$ cat src/rtl/uart_tx_arbiter.sv
// uart_tx_arbiter: round-robin arbiter granting one of NUM_REQ byte sources
// to a single UART transmitter, with burst limit, release gap and stall timeout.
module uart_tx_arbiter #(
  parameter int NUM_REQ    = 4,
  parameter int MAX_BURST  = 16,
  parameter int GAP_CYCLES = 0,
  parameter int TIMEOUT    = 1_000_000
) (
  input  logic                 clk,
  input  logic                 reset,
  input  logic [NUM_REQ-1:0]   req_valid_i,
  input  logic [8*NUM_REQ-1:0] req_data_i,
  input  logic [NUM_REQ-1:0]   req_last_i,
  output logic [NUM_REQ-1:0]   req_ready_o,
  output logic [7:0]           tx_data_o,
  output logic                 tx_valid_o,
  input  logic                 tx_ready_i,
  output logic [NUM_REQ-1:0]   grant_o,
  output logic                 busy_o,
  output logic                 timeout_o
);
  localparam int LW = NUM_REQ > 1 ? $clog2(NUM_REQ) : 1;
  localparam int BW = $clog2(MAX_BURST + 1) > 0 ? $clog2(MAX_BURST + 1) : 1;
  localparam int TW = $clog2(TIMEOUT + 1) > 0 ? $clog2(TIMEOUT + 1) : 1;
  localparam int GW = $clog2(GAP_CYCLES + 1) > 0 ? $clog2(GAP_CYCLES + 1) : 1;
  typedef enum logic [1:0] {IDLE, SEND, GAP} state_e;
  state_e          state_q, state_d;
  logic [LW-1:0]   last_q, last_d, pick;
  logic [BW-1:0]   burst_q, burst_d;
  logic [TW-1:0]   to_q, to_d;
  logic [GW-1:0]   gap_q, gap_d;
  logic            tout_q, tout_d;
  logic            send, vg, lg, xfer, rel;
  logic [7:0]      dg;
  logic [NUM_REQ-1:0] oh;
  // Search downward so the smallest offset after last_q wins.
  always_comb begin
    pick = last_q;
    vg = 1'b0;
    lg = 1'b0;
    dg = '0;
    for (int k = NUM_REQ; k >= 1; k--)
      if (req_valid_i[(int'(last_q) + k) % NUM_REQ]) pick = LW'((int'(last_q) + k) % NUM_REQ);
    for (int i = 0; i < NUM_REQ; i++)
      if (LW'(i) == last_q) begin
        vg = req_valid_i[i];
        lg = req_last_i[i];
        dg = req_data_i[8*i +: 8];
      end
  end
  // Reset masks the outputs in its own cycle so an in-flight burst stops at once.
  assign send        = state_q == SEND && !reset;
  assign oh          = NUM_REQ'(1) << last_q;
  assign xfer        = send && vg && tx_ready_i;
  assign grant_o     = send ? oh : '0;
  assign req_ready_o = xfer ? oh : '0;
  assign tx_valid_o  = send && vg;
  assign tx_data_o   = send ? dg : '0;
  assign busy_o      = state_q != IDLE && !reset;
  assign timeout_o   = tout_q && !reset;
  always_comb begin
    state_d = state_q;
    last_d  = last_q;
    burst_d = burst_q;
    to_d    = to_q;
    gap_d   = gap_q;
    tout_d  = 1'b0;
    rel     = 1'b0;
    if (state_q == IDLE) begin
      if (|req_valid_i) begin
        state_d = SEND;
        last_d  = pick;
        burst_d = '0;
        to_d    = '0;
      end
    end else if (state_q == SEND) begin
      if (xfer) begin
        burst_d = burst_q + 1'b1;
        to_d    = '0;
        rel     = lg || burst_q == BW'(MAX_BURST - 1);
      end else begin
        to_d   = to_q + 1'b1;
        tout_d = to_q == TW'(TIMEOUT - 1);
        rel    = tout_d;
      end
      if (rel) begin
        state_d = GAP_CYCLES == 0 ? IDLE : GAP;
        gap_d   = '0;
      end
    end else begin
      gap_d   = gap_q + 1'b1;
      state_d = gap_q == GW'(GAP_CYCLES - 1) ? IDLE : GAP;
    end
  end
  always_ff @(posedge clk) begin
    if (reset) begin
      state_q <= IDLE;
      last_q  <= LW'(NUM_REQ - 1);
      burst_q <= '0;
      to_q    <= '0;
      gap_q   <= '0;
      tout_q  <= 1'b0;
    end else begin
      state_q <= state_d;
      last_q  <= last_d;
      burst_q <= burst_d;
      to_q    <= to_d;
      gap_q   <= gap_d;
      tout_q  <= tout_d;
    end
  end
endmodule
$ cat config.mk
export PLATFORM = sky130hd
export DESIGN_NAME = uart_tx_arbiter
export DESIGN_NICKNAME = d
export VERILOG_FILES = /design/src/rtl/uart_tx_arbiter.sv
export SDC_FILE = /design/constraint.sdc
export NUM_CORES = 1
export LEC_CHECK = 0
export CAP_MARGIN = 20
export CELL_PAD_IN_SITES_DETAIL_PLACEMENT = 0
export CELL_PAD_IN_SITES_GLOBAL_PLACEMENT = 1
export CORE_UTILIZATION = 34
export CTS_CLUSTER_SIZE = 12
export DETAILED_ROUTE_END_ITERATION = 12
export GPL_TIMING_DRIVEN = 1
export PLACE_DENSITY_LB_ADDON = 0.08
export SYNTH_ARGS = -nofsm -noshare
export SYNTH_HDL_FRONTEND = slang
export SYNTH_SLANG_ARGS = --single-unit
$ cat constraint.sdc
create_clock -name clk -period 3.3 [get_ports clk]
set_input_delay 0.66 -clock clk [delete_from_list [all_inputs] [get_ports clk]]
set_output_delay 0.66 -clock clk [all_outputs]
set_load 0.02 [all_outputs]
==> metrics, run 1 <==
ys flop type dfxtp_1; via count 2045; sequential area share after synthesis 30.1%; Final Cell Area 2910 µm²; Syn Nets 307; Least-Margin Pin Slew 0.455 ns; clk_lat worst skew 0.27 ns; Sink Count 31; cts hold-fix bufs 0; Req. time, crit path 2.64 ns; Adder-Cell Fraction of Synth Area 4.25%; Antenna Nets Post-Route 0; Final period util 95.4%; crit end category output port; first-pass GRT wire length 9.32 mm; Finish-stage setup viols 0; Routability Congestion 0.761; Wirelength per Cell 14.0 µm; Distinct cells, synth 47; CP max FO 4; FF-to-FF setup slack 1.09 ns; GR Util All Layers 18.6%; post-synthesis simple-gate area fraction 34.4%; Critical Path End req_ready_o[1]; Synth top area share 30.1%; area delta synth->final 41.4%; initial antenna violation count 0; final hold violation count 0; highest clock rate 0.318 GHz; Iter 0 DRT Violations 66; Avg Synthesized Cell Area 8.01 µm²; FFs w/ async S/R, synth 0%; number of synthesized flops with an enable pin 0; DRC 0; Starting Density 36.3%; total grt overflow 0; FF-to-FF path depth 9; first-pass detailed-route iteration total 6; worst hold path type reg2reg; compound-cell area share of the yosys netlist 15.7%; Crit Path Class in2out; HPWL Detailed 4.33 mm; # IOs 62; largest family of logic cells by synthesized area simple AND/OR/NAND/NOR gates; Filler Cell Count 537; Max-Cap Viols 0; final worst clock skew 0.00469 ns; Total Nets Final 378; hold path depth 2; num rows 27; Synth Area in XOR/XNOR 8.51%; Avg Vias per Cell 5.10; VDD IR max 271 µV; vias in the first global route 1867; multiplexer share of the synthesized area 2.98%; Setup crit start kind input pin; final worst-path setup slack 0.151 ns; outcome completed; clock root buffer clkbuf_8; H-tree levels 2; R2R Path Start last_q[0]$_SDFFE_PP1P_; reg2reg end to_q[12]$_SDFFE_PP0P_; # port buffers 61; area leader, netlist dfxtp_1; post-synthesis register bit count 31; Total Negative Setup Slacks 0 ns; Core ar. 5680 µm²; worst slack, placed 0.127 ns; Total Die Area 6370 µm²; final slew viol count 0; Slew Limit Headroom 69.6%; cells after synthesis 257; Critical Path AT 2.49 ns; die height 79.8 µm; post-layout util 51.3%; unrepaired setup endpoints after global routing no; CTS Buffer Depth 2; total wire length 5.60 mm; area of placed instances 2820 µm²; Inserted Diodes 0; WHS 0.475 ns; Die X 79.8 µm; total CTS buffers 5; Ys Warns 0; CTS tree yes; largest net degree at the start of global routing 21; layout cells sized above 1 9.12%; CTS clk-pin slew, worst paths 0.06 ns; min Tclk post-route 3.15 ns; top cells by area, synth dfxtp_1 (30%), nor2_1 (7.7%), xnor2_1 (6.8%); synthesized cell area 2060 µm²; Crit. Startpoint req_valid_i[0]; P_leak 1.00 nW; PwrDens 416 nW/µm²
[logic make-up (layout without fill, tap and decap cells)]
logic type	count (synthesis)	after routing
flops	31	31
fa+ha+maj	7	7
mux	6	6
buf+inv	21	93
compound gates	42	42
simple gates	130	130
xor+xnor	20	20
[power by group]
part	internal [W]	leakage [nW]	switching, W
combinational	0.000254	0.709	0.000278
clock	0.000148	0.0422	0.000132
sequential	0.000387	0.251	0.0000125
[worst max-delay path, cell delays in order]
cell	delay, ns
clkdlybuf4s50_1	0.47
nor4bb_4	0.33
a2111oi_4	0.09
nor2_1	0.19
and2_1	0.15
clkdlybuf4s50_1	0.60
[flip-flops by register name, summed over array words and instances (netlist names)]
| name | count |
|---|---|
| burst_q | 5 |
| gap_q | 1 |
| last_q | 2 |
| state_q | 2 |
| to_q | 20 |
| tout_q | 1 |
[synth_stat cells, drive strengths merged (2+ instances only)]
cell and number:
xnor2 16, nor2 42, dfxtp 31, ha 7, and2 9, inv 9, a221oi 10, nor4b 2
a31oi 3, nand4 3, o22ai 3, and4 3, a211oi 2, a21oi 11, o211ai 3, and3 3
nor3b 2, nor2b 13, mux2i 5, xor2 4, o21ai 3, buf 3, nand2 12, nor4 5
nor3 16, clkbuf 9, or4 3, nand3 9
[cell type report]
type	count	area [µm²]	area share, %
inverter	9	33.8	1.16
tap	72	90.1	3.09
multi-input combinational	205	1360	46.8
timing repair buffer	76	723	24.8
clock inverter	1	5.00	0.172
sequential	31	621	21.3
clock buffer	7	76.3	2.62
[worst min path at each step]
stage / end / startpoint / slack [ns]
floorplan: burst_q[4]$_SDFFE_PP0P_ / burst_q[4]$_SDFFE_PP0P_ / 0.45
global placement: burst_q[4]$_SDFFE_PP0P_ / burst_q[4]$_SDFFE_PP0P_ / 0.46
detailed placement: burst_q[4]$_SDFFE_PP0P_ / burst_q[4]$_SDFFE_PP0P_ / 0.46
CTS: burst_q[4]$_SDFFE_PP0P_ / burst_q[4]$_SDFFE_PP0P_ / 0.47
global route: state_q[1]$_SDFFE_PP0P_ / gap_q$_SDFFE_PP0P_ / 0.51
finish: burst_q[4]$_SDFFE_PP0P_ / burst_q[4]$_SDFFE_PP0P_ / 0.47
[metrics by stage]
step                      total power, W  cells
after floorplan                 0.000738    257
after global placement          0.000939    393
after detailed placement        0.000940    393
after CTS                        0.00123    401
after global routing             0.00130    401
final                            0.00121    401
[cell usage in the layout, fill, tap and decap left out, types with 4 or more instances in the layout]
master / n
a21oi_1: 11
a221oi_1: 10
and2_1: 9
buf_4: 15
clkbuf_8: 5
clkdlybuf4s50_1: 61
dfxtp_1: 31
ha_1: 7
inv_1: 9
mux2i_1: 5
nand2_1: 12
nand3_1: 9
nor2_1: 42
nor2b_1: 12
nor3_1: 16
nor4_1: 5
xnor2_1: 16
xor2_1: 4
[what timing repair did]
| action | 4_1_cts | 5_1_grt |
|---|---|---|
| resized for setup | 1 | 1 |
| setup endpoints to repair | 8 | 6 |
| setup buffers | 0 | 0 |
[layer usage]
layer / up-vias / track usage, % / part of all wire [%]
met5: - / 0 / 0
met4: 0 / 5.54 / 2.0
met3: 9 / 3.77 / 4.8
met2: 58 / 31.4 / 46
met1: 911 / 23.7 / 47
li1: 1067 / - / -
(Power assumes the default switching activity.)
==> run 2: changes to the inputs <==
==> constraint.sdc (replaced) <==
create_clock -name clk -period 3.3 [get_ports clk]
set_input_delay 0.495 -clock clk [delete_from_list [all_inputs] [get_ports clk]]
set_output_delay 0.495 -clock clk [all_outputs]
set_load 0.02 [all_outputs]
==> run 2 against run 1 <==
Worst hold slack got worse by 0.0071 ns. Combinational power is 5.4% lower. Cell count decreased by 1.2%. Cell area fell by 0.21%. Critical endpoint is now tx_data_o[4]. Flip-flop and latch count unchanged. Largest cell class unchanged. Clock power is 38% higher.
==> metrics, run 2 (synthesis results as in run 1) <==
outcome completed (unchanged); max reg flops 20 (unchanged); Avg Vias per Cell 5.09 (was 5.10); vias in the first global route 1966 (was 1867); crit end category output port (unchanged); final worst clock skew 0.00505 ns (was 0.00469 ns); Filler Cell Count 565 (was 537); Die X 79.8 µm (unchanged); num rows 27 (unchanged); Post-CTS Setup Repair Bufs 0 (unchanged); FF-to-FF setup slack 0.98 ns (was 1.09 ns); Crit. Startpoint last_q[0]$_SDFFE_PP1P_ (was req_valid_i[0]); R2R Path Start last_q[0]$_SDFFE_PP1P_ (unchanged); Routability Congestion 0.783 (was 0.761); die height 79.8 µm (unchanged); # port buffers 61 (unchanged); Worst Hold End burst_q[4]$_SDFFE_PP0P_ (unchanged); Largest Register to_q (unchanged); CTS tree yes (unchanged); # IOs 62 (unchanged); PwrDens 448 nW/µm² (was 416 nW/µm²); Final period util 91.2% (was 95.4%); Iter 0 DRT Violations 108 (was 66); VDD IR max 210 µV (was 271 µV); highest clock rate 0.332 GHz (was 0.318 GHz); Core ar. 5680 µm² (unchanged); Setup crit start kind register (was input pin); Largest regs to_q: 20 flops, burst_q: 5 flops (unchanged); total grt overflow 0 (unchanged); commonest non-fill, non-tap cell in the layout clkdlybuf4s50_1 (unchanged); CTS Buffer Depth 2 (unchanged); Total Negative Setup Slacks 0 ns (unchanged); layout cells sized above 1 8.64% (was 9.12%); Req. time, crit path 2.80 ns (was 2.64 ns); Least-Margin Pin Slew 0.455 ns (about the same); Starting Density 36.3% (unchanged); Max-Cap Viols 0 (unchanged); final hold violation count 0 (unchanged); Worst Hold Launch burst_q[4]$_SDFFE_PP0P_ (unchanged); unrepaired setup endpoints after global routing no (unchanged); worst hold path type reg2reg (unchanged); CTS clk-pin slew, worst paths 0.07 ns (was 0.06 ns); FF-to-FF path depth 9 (unchanged); GR Util All Layers 18.9% (was 18.6%); Sink Count 31 (unchanged); total CTS buffers 5 (unchanged); Crit Path Class reg2out (was in2out); first-pass GRT wire length 9.43 mm (was 9.32 mm); CP max FO 11 (was 4); final slew viol count 0 (unchanged); multi-input logic area 1360 µm² (about the same); min Tclk post-route 3.01 ns (was 3.15 ns); hold path depth 2 (unchanged); Reg area 623 µm² (was 621 µm²); Finish-stage setup viols 0 (unchanged); clk_lat worst skew 0.28 ns (was 0.27 ns); P_leak 0.998 nW (was 1.00 nW); Wirelength per Cell 14.2 µm (was 14.0 µm); clock root buffer clkbuf_8 (unchanged); Inserted Diodes 0 (unchanged); DRC 0 (unchanged); initial antenna violation count 0 (unchanged); Slew Limit Headroom 69.7% (was 69.6%); largest net degree at the start of global routing 22 (was 21); total wire length 5.61 mm (was 5.60 mm); Total Nets Final 373 (was 378); post-layout util 51.2% (was 51.3%); reg2reg end to_q[11]$_SDFFE_PP0P_ (was to_q[12]$_SDFFE_PP0P_); most frequent cells in the layout clkdlybuf4s50_1 (61), nor2_1 (42), dfxtp_1 (29), nor3_1 (16), xnor2_1 (16) (was clkdlybuf4s50_1 (61), nor2_1 (42), dfxtp_1 (31), nor3_1 (16), xnor2_1 (16)); H-tree levels 2 (unchanged); area delta synth->final 41.1% (was 41.4%); Antenna Nets Post-Route 0 (unchanged); first-pass detailed-route iteration total 4 (was 6); Critical Path AT 2.52 ns (was 2.49 ns); via count 2014 (was 2045); Total Die Area 6370 µm² (unchanged); HPWL Detailed 4.25 mm (was 4.33 mm)
-- run 2: cell types whose count changed in the layout (fill, tap and decap cells not counted) --
cell | before | now
buf_4 | 15 | 10
bufinv_16 | 0 | 1
clkbuf_1 | 2 | 0
clkbuf_8 | 5 | 6
dfxtp_1 | 31 | 29
dfxtp_2 | 0 | 2
nor2b_1 | 12 | 13
nor2b_4 | 1 | 0
-- run 2: per-stage QoR --
| stage | setup slack (ns) | instance area [µm²] | hold WS, ns | instances | total power (W) |
|---|---|---|---|---|---|
| floorplan | 0.881 | 2060 | 0.448 | 257 | 0.000738 |
| global placement | 0.332 | 2790 | 0.459 | 388 | 0.000924 |
| detailed placement | 0.299 | 2790 | 0.459 | 388 | 0.000926 |
| CTS | 0.119 | 2900 | 0.468 | 396 | 0.00131 |
| global route | 0.105 | 2910 | 0.492 | 396 | 0.00139 |
| finish | 0.289 | 2910 | 0.467 | 396 | 0.00130 |
-- run 2: cell type report --
class | instances | area share, %
Sequential cell | 31 | 21.4
Clock inverter | 2 | 1.21
Inverter | 9 | 1.16
Multi-Input combinational cell | 205 | 46.7
Tap cell | 72 | 3.10
Clock buffer | 6 | 2.84
Timing Repair Buffer | 71 | 23.6
-- run 2: worst max path at each step --
stage / slack [ns] / endpoint / cells after the start
global route: 0.10 / tx_data_o[2] / 9
CTS: 0.12 / tx_data_o[4] / 9
global placement: 0.33 / tx_valid_o / 6
floorplan: 0.88 / tx_data_o[0] / 9
detailed placement: 0.30 / tx_valid_o / 6
finish: 0.29 / tx_data_o[4] / 9
-- run 2: layer usage --
layer | up-vias | track usage [%] | wire length [µm]
met2 | 39 | 32.1 | 2620
li1 | 1056 | - | -
met1 | 913 | 24.1 | 2710
met3 | 6 | 4.23 | 235
met5 | - | 0 | 0
met4 | 0 | 4.29 | 50
-- run 2: where the power goes --
part	total [W]	switching, W	internal, W
registers	0.000412	0.0000235	0.000388
clock network	0.000386	0.000142	0.000244
logic	0.000504	0.000262	0.000242
total	0.00130	0.000427	0.000875
-- run 2: critical path, stage by stage (launching register included) --
cell             delay, ns
dfxtp_2               0.43
inv_1                 0.09
ha_1                  0.24
nor2b_1               0.14
buf_4                 0.17
a221oi_1              0.37
nor3_1                0.08
a21oi_1               0.12
nor2_1                0.05
clkdlybuf4s50_1       0.54
-- run 2: repair_timing --
item | CTS | global route
setup endpoints to repair | 0 | 7
hold buffers | 0 | 0
hold endpoints to repair | 0 | 0
resized for setup | 0 | 2
==> run 3: changes to the inputs <==
--- a/config.mk
+++ b/config.mk
@@ -5,7 +5,7 @@
 export SDC_FILE = /design/constraint.sdc
 export NUM_CORES = 1
 export LEC_CHECK = 0
-export CAP_MARGIN = 20
+export CAP_MARGIN = 10
 export CELL_PAD_IN_SITES_DETAIL_PLACEMENT = 0
 export CELL_PAD_IN_SITES_GLOBAL_PLACEMENT = 1
 export CORE_UTILIZATION = 34
==> results of run 3 <==
No change in the layout: final DEF, timing and power equal those of run 2.
==> RTL change 1 (flow settings as in run 1) <==
Re-encode `state_e` (3 states) as one-hot, 3 bits wide.
--- a/src/rtl/uart_tx_arbiter.sv
+++ b/src/rtl/uart_tx_arbiter.sv
@@ -23,7 +23,7 @@
   localparam int BW = $clog2(MAX_BURST + 1) > 0 ? $clog2(MAX_BURST + 1) : 1;
   localparam int TW = $clog2(TIMEOUT + 1) > 0 ? $clog2(TIMEOUT + 1) : 1;
   localparam int GW = $clog2(GAP_CYCLES + 1) > 0 ? $clog2(GAP_CYCLES + 1) : 1;
-  typedef enum logic [1:0] {IDLE, SEND, GAP} state_e;
+  typedef enum logic [2:0] {IDLE = 3'b001, SEND = 3'b010, GAP = 3'b100} state_e;
   state_e          state_q, state_d;
   logic [LW-1:0]   last_q, last_d, pick;
   logic [BW-1:0]   burst_q, burst_d;
Function: same outputs for any inputs over 4 cycles, from zero or initial values and one cycle with reset high; so few cycles prove little.
==> RTL change 1 against run 1 <==
  * Core utilization decreased by 0.47 points
  * Synthesized cell count increased by 7.8%
  * Area after synthesis increased by 5.5%
  * Clock power increased by 18%
  * Wire length increased by 7.3%
  * Power increased by 53%
  * Cell area increased by 5.2%
  * Setup slack got worse by 53 ps
  * Maximum frequency decreased by 1.6%
  * Sequential cell count increased by 1
==> RTL change 1: results <==
<?xml version="1.0" encoding="UTF-8"?>
<metrics>
  <group name="sta">
    <metric name="final.setup_skew" unit="ps">6.100</metric>
    <metric name="relSlewSlack" unit="%">40.15</metric>
    <metric name="final_min_period_over_clock_period" unit="%">97.01</metric>
    <metric name="hold_slack" unit="ps">465.9</metric>
  </group>
  <group name="power">
    <metric name="maximum_vdd_drop" unit="µV">495.3</metric>
  </group>
  <group name="logic_synthesis">
    <metric name="fraction_of_the_yosys_area_taken_by_sequential_cells" unit="%">29.48</metric>
    <metric name="synth-adder-area-share" unit="%">4.030</metric>
    <metric name="synth_nets" unit="">327</metric>
    <metric name="synth_xor_xnor_area_share" unit="%">4.030</metric>
    <metric name="synth.cells.most_frequent" unit="">dfxtp_1 (32), nor2_1 (28), nand2_1 (23)</metric>
    <metric name="synth_area_per_cell" unit="µm²">7.846</metric>
    <metric name="ys_types" unit="">52</metric>
  </group>
  <group name="routing">
    <metric name="drtPass1Iterations" unit="">4</metric>
    <metric name="routed_met3_length" unit="µm">408</metric>
    <metric name="post_drt_via_cell_ratio" unit="">5.319</metric>
    <metric name="drt-wirelength-per-cell" unit="µm">14.21</metric>
    <metric name="wl_met1" unit="µm">2951</metric>
    <metric name="finalWirelength" unit="µm">6009</metric>
  </group>
  <group name="place">
    <metric name="dp_cells" unit="">416</metric>
    <metric name="gpl.final_weighted_congestion" unit="">0.7784</metric>
    <metric name="dp.final_hpwl" unit="µm">4320</metric>
    <metric name="dp_area" unit="mm²">0.002953</metric>
  </group>
  <group name="worst_setup_path">
    <metric name="cp_max_fo" unit="">5</metric>
    <metric name="regToRegStartpoint" unit="">last_q[1]$_SDFFE_PP1P_</metric>
    <metric name="worst_ep_arrival_time" unit="ps">2540</metric>
    <metric name="r2r_setup_slack" unit="ps">890</metric>
    <metric name="endpoint" unit="">req_ready_o[3]</metric>
  </group>
  <group name="outcome">
    <metric name="status" unit="">completed</metric>
  </group>
  <group name="cts">
    <metric name="cts-buffers-inserted" unit="">5</metric>
  </group>
  <group name="finish">
    <metric name="design.final.nets" unit="">398</metric>
    <metric name="ff_latch_area" unit="µm²">641.9</metric>
    <metric name="drive_above_1_share" unit="%">11.21</metric>
  </group>
  <group name="grt">
    <metric name="groute.layer.met3.usage" unit="%">4.556</metric>
    <metric name="wire_length_of_the_first_global_routing_pass" unit="µm">9632</metric>
    <metric name="global_route.usage.met1" unit="%">24.60</metric>
    <metric name="track_usage" unit="%">18.42</metric>
    <metric name="first_global_vias" unit="">2019</metric>
    <metric name="grt_start_max_net_pins" unit="">22</metric>
  </group>
</metrics>
-- RTL change 1: cell count changes in the layout (fill, tap and decap cells not counted), sizes merged, moves of 4 or more --
| cell | delta |
|---|---|
| a31oi | +7 |
| buf | +4 |
| nand2 | +11 |
| nand3 | +7 |
| nor2 | -12 |
| nor3 | -5 |
| o21ai | +4 |
| or4 | +4 |
| xnor2 | -16 |
| xor2 | +6 |
-- RTL change 1: power by group through the flow --
| stage | Sequential [µW] | Combinational [µW] | Clock (µW) |
|---|---|---|---|
| 2_1_floorplan | 480 | 729 | 0 |
| 3_3_place_gp | 490 | 1050 | 0 |
| 3_5_place_dp | 491 | 1040 | 0 |
| 4_1_cts | 483 | 1040 | 344 |
| 5_1_grt | 494 | 1160 | 360 |
| 6_report | 485 | 1040 | 329 |
-- RTL change 1: final cells by class --
class,count,area share (%)
clock buffers,7,3.144
well taps,75,3.062
repair buffers,80,24.58
inverters,8,0.9800
multi-input cells,221,47.28
flip-flops and latches,32,20.95
==> RTL change 2 (settings of run 1) <==
Made on the original files. Change the parameter `MAX_BURST` from 16 to 8.
--- a/src/rtl/uart_tx_arbiter.sv
+++ b/src/rtl/uart_tx_arbiter.sv
@@ -2,7 +2,7 @@
 // to a single UART transmitter, with burst limit, release gap and stall timeout.
 module uart_tx_arbiter #(
   parameter int NUM_REQ    = 4,
-  parameter int MAX_BURST  = 16,
+  parameter int MAX_BURST  = 8,
   parameter int GAP_CYCLES = 0,
   parameter int TIMEOUT    = 1_000_000
 ) (
Formal check against the unedited RTL: no difference found for any inputs over 4 cycles, from zero or initial values and one cycle with reset high; that may be too few to reach the edited logic, so the function may still have changed.
==> RTL change 2 against run 1 <==
  * Setup slack got worse by 12 ps
  * Area after synthesis down 2.0%
  * Cell count fell by 1.7%
  * Cell area is 0.73% lower
  * Core utilization increased by 0.24 points
  * Highest routed layer unchanged
  * Global-route usage increased by 1.4 points
  * Wire length up 6.2%
  * Power rose by 6.7%
  * Largest cell class unchanged
  * Sequential cell count shrank 1
  * First-iteration DRC count fell by 1.5%
==> RTL change 2: results <==
<?xml version="1.0" encoding="UTF-8"?>
<metrics>
  <group name="power">
    <metric name="power_per_cell_area" unit="mW/mm²">446.9</metric>
    <metric name="power.leakage" unit="µW">0.001100</metric>
    <metric name="maximum_vdd_drop" unit="µV">245.2</metric>
  </group>
  <group name="sta">
    <metric name="relSlewSlack" unit="%">59.64</metric>
    <metric name="final.setup_skew" unit="ps">7.716</metric>
  </group>
  <group name="logic_synthesis">
    <metric name="synth.cells.most_frequent" unit="">nor2_1 (35), dfxtp_1 (30), a21oi_1 (15)</metric>
    <metric name="async_flop_share" unit="%">0</metric>
    <metric name="fraction_of_the_yosys_area_taken_by_sequential_cells" unit="%">29.76</metric>
    <metric name="synth_top_cells_by_area" unit="">dfxtp_1 (30%), nor2_1 (6.5%), xor2_1 (6.1%), nor2b_1 (4.3%), a221oi_1 (3.9%)</metric>
    <metric name="synth_nets" unit="">303</metric>
    <metric name="ys_types" unit="">49</metric>
    <metric name="synth_area_per_cell" unit="µm²">7.946</metric>
    <metric name="yosysWarnings" unit="">0</metric>
  </group>
  <group name="place">
    <metric name="dp_area" unit="mm²">0.002760</metric>
    <metric name="dp_cells" unit="">387</metric>
    <metric name="dp.final_hpwl" unit="µm">4388</metric>
    <metric name="gpl.final_weighted_congestion" unit="">0.7486</metric>
    <metric name="dpl_worst_slack" unit="ps">40.25</metric>
    <metric name="placement.io_buffers" unit="">61</metric>
  </group>
  <group name="worst_setup_path">
    <metric name="cp_max_fo" unit="">5</metric>
    <metric name="worstRegToRegCells" unit="">8</metric>
    <metric name="path_delay_family" unit="">buffers and inverters</metric>
  </group>
  <group name="grt">
    <metric name="grt_start_max_net_pins" unit="">24</metric>
    <metric name="wire_length_of_the_first_global_routing_pass" unit="µm">9722</metric>
    <metric name="first_global_vias" unit="">2013</metric>
    <metric name="track_usage" unit="%">19.97</metric>
  </group>
  <group name="routing">
    <metric name="drt_iter0_markers" unit="">65</metric>
    <metric name="drtPass1Iterations" unit="">4</metric>
    <metric name="via_count" unit="">2076</metric>
    <metric name="drt-wirelength-per-cell" unit="µm">15.09</metric>
    <metric name="finalWirelength" unit="µm">5946</metric>
  </group>
  <group name="cts">
    <metric name="cts-buffers-inserted" unit="">5</metric>
    <metric name="h_tree_depth" unit="">2</metric>
    <metric name="max-clock-path-buffers" unit="">2</metric>
  </group>
  <group name="finish">
    <metric name="reg.largest.list" unit="">to_q (20), burst_q (4)</metric>
    <metric name="antenna_cells" unit="">0</metric>
    <metric name="design.final.nets" unit="">371</metric>
    <metric name="filler_cell_count" unit="">556</metric>
    <metric name="drive_above_1_share" unit="%">8.696</metric>
  </group>
  <group name="outcome">
    <metric name="status" unit="">completed</metric>
  </group>
</metrics>
[RTL change 2: what timing repair did]
action                                  CTS  global route
endpoints found under the setup margin    8            12
buffers inserted                          0             0
gates resized for setup                   1             4
[RTL change 2: worst paths after layout]
check | start | end | slack, ps
setup / recovery | req_valid_i[0] | req_ready_o[2] | 140
hold / removal | burst_q[3]$_SDFFE_PP0P_ | burst_q[3]$_SDFFE_PP0P_ | 470
setup reg to reg | last_q[0]$_SDFFE_PP1P_ | to_q[14]$_SDFFE_PP0P_ | 880
hold reg to reg | burst_q[3]$_SDFFE_PP0P_ | burst_q[3]$_SDFFE_PP0P_ | 470
[RTL change 2: cell families after synthesis]
| kind of cell | count (synthesis) | synth area share (%) |
|---|---|---|
| adders and majority gates | 6 | 3.720 |
| and+or+nand+nor | 123 | 32.92 |
| muxes | 5 | 2.480 |
| DFF | 30 | 29.76 |
| buffers and inverters | 20 | 4.277 |
| AOI/OAI and AO/OA | 53 | 19.47 |
| xor gates and xnor gates | 17 | 7.378 |
[RTL change 2: cell type report]
cell class | count | share of cell area, %
clock buffer | 6 | 2.856
inverter | 6 | 0.7789
timing repair buffer | 75 | 24.88
tap | 72 | 3.116
sequential | 30 | 20.81
multi-input combinational | 204 | 46.52
clock inverter | 1 | 1.039
[RTL change 2: per-layer routing]
metal	vias up	global-route usage, %	wire (µm)
met4	0	6.000	48
met1	957	26.14	2824
met3	4	4.138	262
li1	1069	-	-
met5	-	0	0
met2	46	32.76	2811
[RTL change 2: where the power goes]
| group | switching (µW) | total, µW | internal, µW |
|---|---|---|---|
| registers | 17.8 | 393 | 375 |
| clock network | 139 | 380 | 241 |
| logic | 276 | 519 | 243 |
